--- src/rtl/ext_pkg.sv ---
// Shared op encoding, lane widths and op-class helpers for the ext_pipe extender.
package ext_pkg;

    localparam int EXT_OP_W = 3;
    localparam int BYTE_W   = 8;
    localparam int HALF_W   = 16;

    typedef enum logic [EXT_OP_W-1:0] {
        OP_ZERO = 3'd0,
        OP_SIGN = 3'd1,
        OP_LUI  = 3'd2,
        OP_LW   = 3'd3,
        OP_LBU  = 3'd4,
        OP_LB   = 3'd5,
        OP_LHU  = 3'd6,
        OP_LH   = 3'd7
    } ext_op_e;

    function automatic logic is_load(ext_op_e op);
        return (op >= OP_LW);
    endfunction

    function automatic logic is_signed(ext_op_e op);
        return (op == OP_SIGN) || (op == OP_LB) || (op == OP_LH);
    endfunction

endpackage

--- src/rtl/ext_lane_sel.sv ---
// Stage-1 lane mux: picks immediate / byte / half / word, zero-padded, plus the
// sign bit the extend stage will replicate (0 for unsigned ops).
module ext_lane_sel
    import ext_pkg::*;
#(
    parameter int DATA_W = 32,
    parameter int IMM_W  = 16,
    parameter int ADDR_W = 2
) (
    input  ext_op_e           i_op,
    input  logic [DATA_W-1:0] i_data,
    input  logic [ADDR_W-1:0] i_addr,
    output logic [DATA_W-1:0] o_lane,
    output logic              o_sign
);

    logic [ADDR_W-1:0] w_half_addr;
    logic [BYTE_W-1:0] w_byte;
    logic [HALF_W-1:0] w_half;
    logic [IMM_W-1:0]  w_imm;

    // Halfword lanes ignore addr[0]; lanes are little-endian (addr 0 = bits [7:0]).
    assign w_half_addr = i_addr & ~ADDR_W'(1);
    assign w_byte      = BYTE_W'(i_data >> {i_addr, 3'b000});
    assign w_half      = HALF_W'(i_data >> {w_half_addr, 3'b000});
    assign w_imm       = i_data[IMM_W-1:0];

    always_comb begin
        o_lane = '0;
        o_sign = 1'b0;
        unique case (i_op)
            OP_ZERO, OP_SIGN, OP_LUI: begin
                o_lane = DATA_W'(w_imm);
                o_sign = w_imm[IMM_W-1];
            end
            OP_LW: begin
                o_lane = i_data;
            end
            OP_LBU, OP_LB: begin
                o_lane = DATA_W'(w_byte);
                o_sign = w_byte[BYTE_W-1];
            end
            default: begin
                o_lane = DATA_W'(w_half);
                o_sign = w_half[HALF_W-1];
            end
        endcase
        if (!is_signed(i_op)) begin
            o_sign = 1'b0;
        end
    end

endmodule

--- src/rtl/ext_pipe.sv ---
// 2-stage immediate / load-data extender with valid/ready handshake and tag.
// Optional misaligned-load detection when ALIGN_CHECK_EN is defined.
module ext_pipe
    import ext_pkg::*;
#(
    parameter  int DATA_W = 32,
    parameter  int IMM_W  = 16,
    parameter  int TAG_W  = 5,
    localparam int ADDR_W = $clog2(DATA_W/8)
) (
    input  logic                clk,
    input  logic                reset_n,
    input  logic                flush,
    input  logic                in_valid,
    output logic                in_ready,
    input  logic [EXT_OP_W-1:0] in_op,
    input  logic [DATA_W-1:0]   in_data,
    input  logic [ADDR_W-1:0]   in_addr,
    input  logic [TAG_W-1:0]    in_tag,
    output logic                out_valid,
    input  logic                out_ready,
    output logic [DATA_W-1:0]   out_data,
    output logic [TAG_W-1:0]    out_tag,
    output logic                out_err
);

    logic [2:1]        r_vld_pipe;
    ext_op_e           r_s1_op;
    logic [DATA_W-1:0] r_s1_lane;
    logic              r_s1_sign;
    logic [TAG_W-1:0]  r_s1_tag;
    logic [DATA_W-1:0] r_out_data;
    logic [TAG_W-1:0]  r_out_tag;

    ext_op_e           w_op;
    logic [DATA_W-1:0] w_lane;
    logic              w_sign;
    logic              w_s1_en;
    logic              w_s2_en;
    logic              w_accept;
    logic              w_s2_load;
    logic [DATA_W-1:0] w_result;

    assign w_op      = ext_op_e'(in_op);
    assign w_s2_en   = ~r_vld_pipe[2] | out_ready;
    assign w_s1_en   = ~r_vld_pipe[1] | w_s2_en;
    assign in_ready  = ~flush & w_s1_en;
    assign w_accept  = in_valid & in_ready;
    assign w_s2_load = ~flush & w_s2_en & r_vld_pipe[1];

    ext_lane_sel #(
        .DATA_W (DATA_W),
        .IMM_W  (IMM_W),
        .ADDR_W (ADDR_W)
    ) u_lane_sel (
        .i_op   (w_op),
        .i_data (in_data),
        .i_addr (in_addr),
        .o_lane (w_lane),
        .o_sign (w_sign)
    );

    // Flush kills both valids but leaves data registers untouched.
    always_ff @(posedge clk or negedge reset_n) begin
        if (!reset_n) begin
            r_vld_pipe <= '0;
        end else if (flush) begin
            r_vld_pipe <= '0;
        end else begin
            if (w_s1_en) r_vld_pipe[1] <= in_valid;
            if (w_s2_en) r_vld_pipe[2] <= r_vld_pipe[1];
        end
    end

    always_ff @(posedge clk or negedge reset_n) begin
        if (!reset_n) begin
            r_s1_op   <= OP_ZERO;
            r_s1_lane <= '0;
            r_s1_sign <= 1'b0;
            r_s1_tag  <= '0;
        end else if (w_accept) begin
            r_s1_op   <= w_op;
            r_s1_lane <= w_lane;
            r_s1_sign <= w_sign;
            r_s1_tag  <= in_tag;
        end
    end

`ifdef ALIGN_CHECK_EN
    logic w_mis;
    logic r_s1_err;
    logic r_out_err;

    always_comb begin
        w_mis = 1'b0;
        if (is_load(w_op)) begin
            if (w_op == OP_LW) begin
                w_mis = (in_addr != '0);
            end else if (w_op == OP_LH || w_op == OP_LHU) begin
                w_mis = in_addr[0];
            end
        end
    end

    always_ff @(posedge clk or negedge reset_n) begin
        if (!reset_n) begin
            r_s1_err  <= 1'b0;
            r_out_err <= 1'b0;
        end else begin
            if (w_accept)  r_s1_err  <= w_mis;
            if (w_s2_load) r_out_err <= r_s1_err;
        end
    end

    assign out_err = r_out_err;
`else
    assign out_err = 1'b0;
`endif

    always_comb begin
        w_result = r_s1_lane;
        unique case (r_s1_op)
            OP_SIGN: w_result = {{(DATA_W-IMM_W){r_s1_sign}}, r_s1_lane[IMM_W-1:0]};
            OP_LUI:  w_result = {r_s1_lane[IMM_W-1:0], {(DATA_W-IMM_W){1'b0}}};
            OP_LB:   w_result = {{(DATA_W-BYTE_W){r_s1_sign}}, r_s1_lane[BYTE_W-1:0]};
            OP_LH:   w_result = {{(DATA_W-HALF_W){r_s1_sign}}, r_s1_lane[HALF_W-1:0]};
            default: w_result = r_s1_lane;
        endcase
`ifdef ALIGN_CHECK_EN
        // Faulting loads deliver zero data; the consumer acts on out_err.
        if (r_s1_err) begin
            w_result = '0;
        end
`endif
    end

    always_ff @(posedge clk or negedge reset_n) begin
        if (!reset_n) begin
            r_out_data <= '0;
            r_out_tag  <= '0;
        end else if (w_s2_load) begin
            r_out_data <= w_result;
            r_out_tag  <= r_s1_tag;
        end
    end

    assign out_valid = r_vld_pipe[2];
    assign out_data  = r_out_data;
    assign out_tag   = r_out_tag;

endmodule

--- config.mk ---
export PLATFORM = sky130hd
export DESIGN_NAME = ext_pipe
export DESIGN_NICKNAME = d
export VERILOG_FILES = /design/src/rtl/ext_pkg.sv /design/src/rtl/ext_lane_sel.sv /design/src/rtl/ext_pipe.sv
export SDC_FILE = /design/constraint.sdc
export NUM_CORES = 1
export LEC_CHECK = 0
export CORE_ASPECT_RATIO = 0.5
export CORE_MARGIN = 10
export CORE_UTILIZATION = 55
export DETAILED_ROUTE_END_ITERATION = 8
export GPL_TIMING_DRIVEN = 0
export PLACE_DENSITY = 0.95
export SYNTH_ARGS = -nofsm -noshare
export SYNTH_HDL_FRONTEND = slang
export SYNTH_SLANG_ARGS = --single-unit
--- constraint.sdc ---
create_clock -name clk -period 2.9 [get_ports clk]
set_input_delay 0.29 -clock clk [delete_from_list [all_inputs] [get_ports clk]]
set_output_delay 0.29 -clock clk [all_outputs]
set_load 0.1 [all_outputs]
==> metrics.md <==
| Metric | Value |
|---|---|
| Yosys top cell area share | `49.6%` |
| Lkg Pwr | `0.00229 uW` |
| Clock sink total | `80` |
| Finished Cell Area | `0.00535 sq mm` |
| Average footprint of a synthesized cell | `9.38 sq um` |
| CP arrival | `2170 ps` |
| Post-Syn Area | `0.00403 sq mm` |
| Initial Util | `58.6%` |
| Synth Flop Type | `dfrtp_1` |
| Hold-fix buffer count after cts | `1` |
| Req. time, crit path | `2610 ps` |
| MaxCap Viol Count | `0` |
| Final net count | `574` |
| Post-synthesis cell count | `430` |
| Cts bufs inserted | `9` |
| Site Rows | `21` |
| Later-pin clock latency in the skew report | `340 ps` |
| Overall power | `4580 uW` |
| First-pass iteration count of the detailed router | `5` |
| Ports | `87` |
| Most common cell after layout, fill and taps aside | `clkdlybuf4s50_1` |
| Commonest cells after routing, fill and taps aside | `clkdlybuf4s50_1 (83), nand2_1 (81), dfrtp_1 (80), o21ai_0 (43), nor2_1 (22)` |
| CP endpoint kind | `output pin` |
| Worst slew margin | `33.0%` |
| Residual DRC | `0` |
| Hold Path Class | `in2async` |
| Clk slew on worst S/H paths | `60 ps` |
| Worst-path fanout max | `3` |
| Largest net degree at the start of global routing | `75` |
| Number of synthesized flops with an enable pin | `0` |
| Synth warnings | `0` |
| CP Launch Type | `input pin` |
| Antenna violations before repair | `0` |
| DP Area | `0.00501 sq mm` |
| Sequential element share of the synthesized area | `49.6%` |
| Setup Skew | `7.17 ps` |
| Clock buffer depth | `2` |
| Worst VDD drop | `0.464 mV` |
| DRT iter0 DRCs | `550` |
| Reg2reg end | `out_data[21]$_DFFE_PN0P_` |
| Fmax | `406 MHz` |
| Layout cells sized above 1 | `10.9%` |
| Final Hold Fails | `0` |
| Reg2Reg Depth | `6` |
| Setup CP Type | `in2out` |
| Final setup violation count | `0` |
| Slew @ Worst Pin | `1000 ps` |
| DIE AREA | `0.0114 sq mm` |
| Diode count | `0` |
| Vias | `3801` |
| Pre-CTS setup slack | `439 ps` |
| Die W | `141 microns` |
| Setup bufs post-CTS | `0` |
| CTS root buffer | `clkbuf_16` |
| Global Route Usage Sum | `21.5%` |
| Routed length per instance | `19.5 microns` |
| Reg-to-reg startpoint | `r_s1_op[1]$_DFFE_PN0P_` |
| Vias in the first global route | `3723` |
| Yosys reg bits | `80` |
| Final period util | `84.9%` |
| Top post-synthesis cells by area | `dfrtp_1 (50%), nand2_1 (7.5%), o21ai_0 (5.3%), a211oi_1 (3.2%), o31ai_1 (3.2%)` |
| Syn-to-layout area delta | `32.5%` |
| Via/cell ratio | `6.09` |
| Async set-reset flop share out of synthesis | `100%` |
| PwrDens | `856 mW/mm^2` |
| Largest area contributor in the netlist | `dfrtp_1` |
| Mapped Nets | `477` |
| Unrepaired setup endpoints after global routing | `false` |
| Fill cell count | `421` |
| Overflow after GRT | `0` |
| CTS tree | `done` |
| PnR worst setup slack | `439 ps` |
| First-pass GRT wire length | `19600 microns` |
| H-tree depth | `3` |
| Outcome | `complete, no violations` |
| Detailed Route WL | `12200 microns` |
| Area of the core | `0.00688 sq mm` |
| Worst R2R Setup Slack | `1000 ps` |
| Routed Antenna Nets | `0` |
| Slew Limit Fails | `0` |
| Synth unique cells | `35` |
| GP Congestion | `0.942` |
| Detail Placement HPWL | `9010 microns` |
| Min Tclk post-route | `2460 ps` |
| PortBufs | `84` |
| Post-cts sizing count | `0` |
| Die Height | `80.6 microns` |
[worst max path at each step]
stage,startpoint,endpoint
floorplan,r_vld_pipe[2]$_DFFE_PN0P_,in_ready
global placement,reset_n,out_data[12]$_DFFE_PN0P_
detailed placement,out_ready,in_ready
CTS,out_ready,in_ready
global route,out_ready,in_ready
finish,out_ready,in_ready
[report_power, final]
part           internal [uW]  total, uW  switching (uW)
logic                    500       1910            1410
registers               1310       1460             144
clock network            772       1210             442
[layout make-up]
type	instances	area [sq um]	share of cell area (%)
repair buffers	86	876	16.4
clock inverters	6	82.6	1.54
clock buffers	10	239	4.47
plain buffers	37	174	3.25
multi-input cells	307	1830	34.3
well taps	92	115	2.15
inverters	6	22.5	0.421
flip-flops and latches	80	2000	37.5
[worst max-delay path, cell delays in order]
cell and delay (ps):
clkdlybuf4s50_1 460, and3b_1 200, nor2_1 80, clkdlybuf4s50_1 1140
[layer usage]
| metal | track usage, % | part of all wire [%] |
|---|---|---|
| met5 | 0 | 0 |
| met4 | 8.30 | 2.3 |
| met3 | 8.04 | 13 |
| met2 | 31.5 | 43 |
| met1 | 28.2 | 42 |
[kinds of logic after synthesis]
| family | share of synthesized area [%] |
|---|---|
| other | 0.0930 |
| buffers and inverters | 4.87 |
| AND/OR/NAND/NOR | 15.9 |
| AO/OA/AOI/OAI | 25.6 |
| multiplexers | 3.82 |
| flip-flops | 49.6 |
[synthesized netlist by cell type (2+ instances only)]
| master | n |
|---|---|
| a211oi_1 | 17 |
| a21oi_1 | 16 |
| a22o_1 | 9 |
| a22oi_1 | 7 |
| a2bb2oi_1 | 6 |
| a31oi_1 | 8 |
| and2_1 | 17 |
| buf_2 | 16 |
| buf_4 | 2 |
| clkbuf_1 | 18 |
| dfrtp_1 | 80 |
| inv_1 | 5 |
| mux2_2 | 11 |
| mux2i_1 | 3 |
| nand2_1 | 81 |
| nand2b_1 | 5 |
| nand3b_1 | 3 |
| nor2_1 | 22 |
| nor2b_1 | 9 |
| o21a_1 | 16 |
| o21ai_0 | 43 |
| o221a_2 | 7 |
| o31ai_1 | 17 |
[per-stage QoR]
| stage | hold slack, ps | instances | utilization (%) | TNS (ps) |
|---|---|---|---|---|
| 3_3_place_gp | 464 | 606 | 72.5 | -85980 |
| 4_1_cts | 306 | 624 | 77.6 | 0 |
| 2_1_floorplan | -5.59 | 430 | - | 0 |
| 3_5_place_dp | 119 | 607 | 72.8 | 0 |
| 6_report | 320 | 624 | 77.6 | 0 |
| 5_1_grt | 321 | 624 | 77.6 | 0 |
[state kept, by name (all words and copies together), names as in the netlist]
signal      cells
r_s1_tag        5
r_vld_pipe      2
out_data       32
out_tag         5
r_s1_lane      32
r_s1_sign       1
r_s1_op         3
No activity file was read; power rests on OpenSTA's default activity.
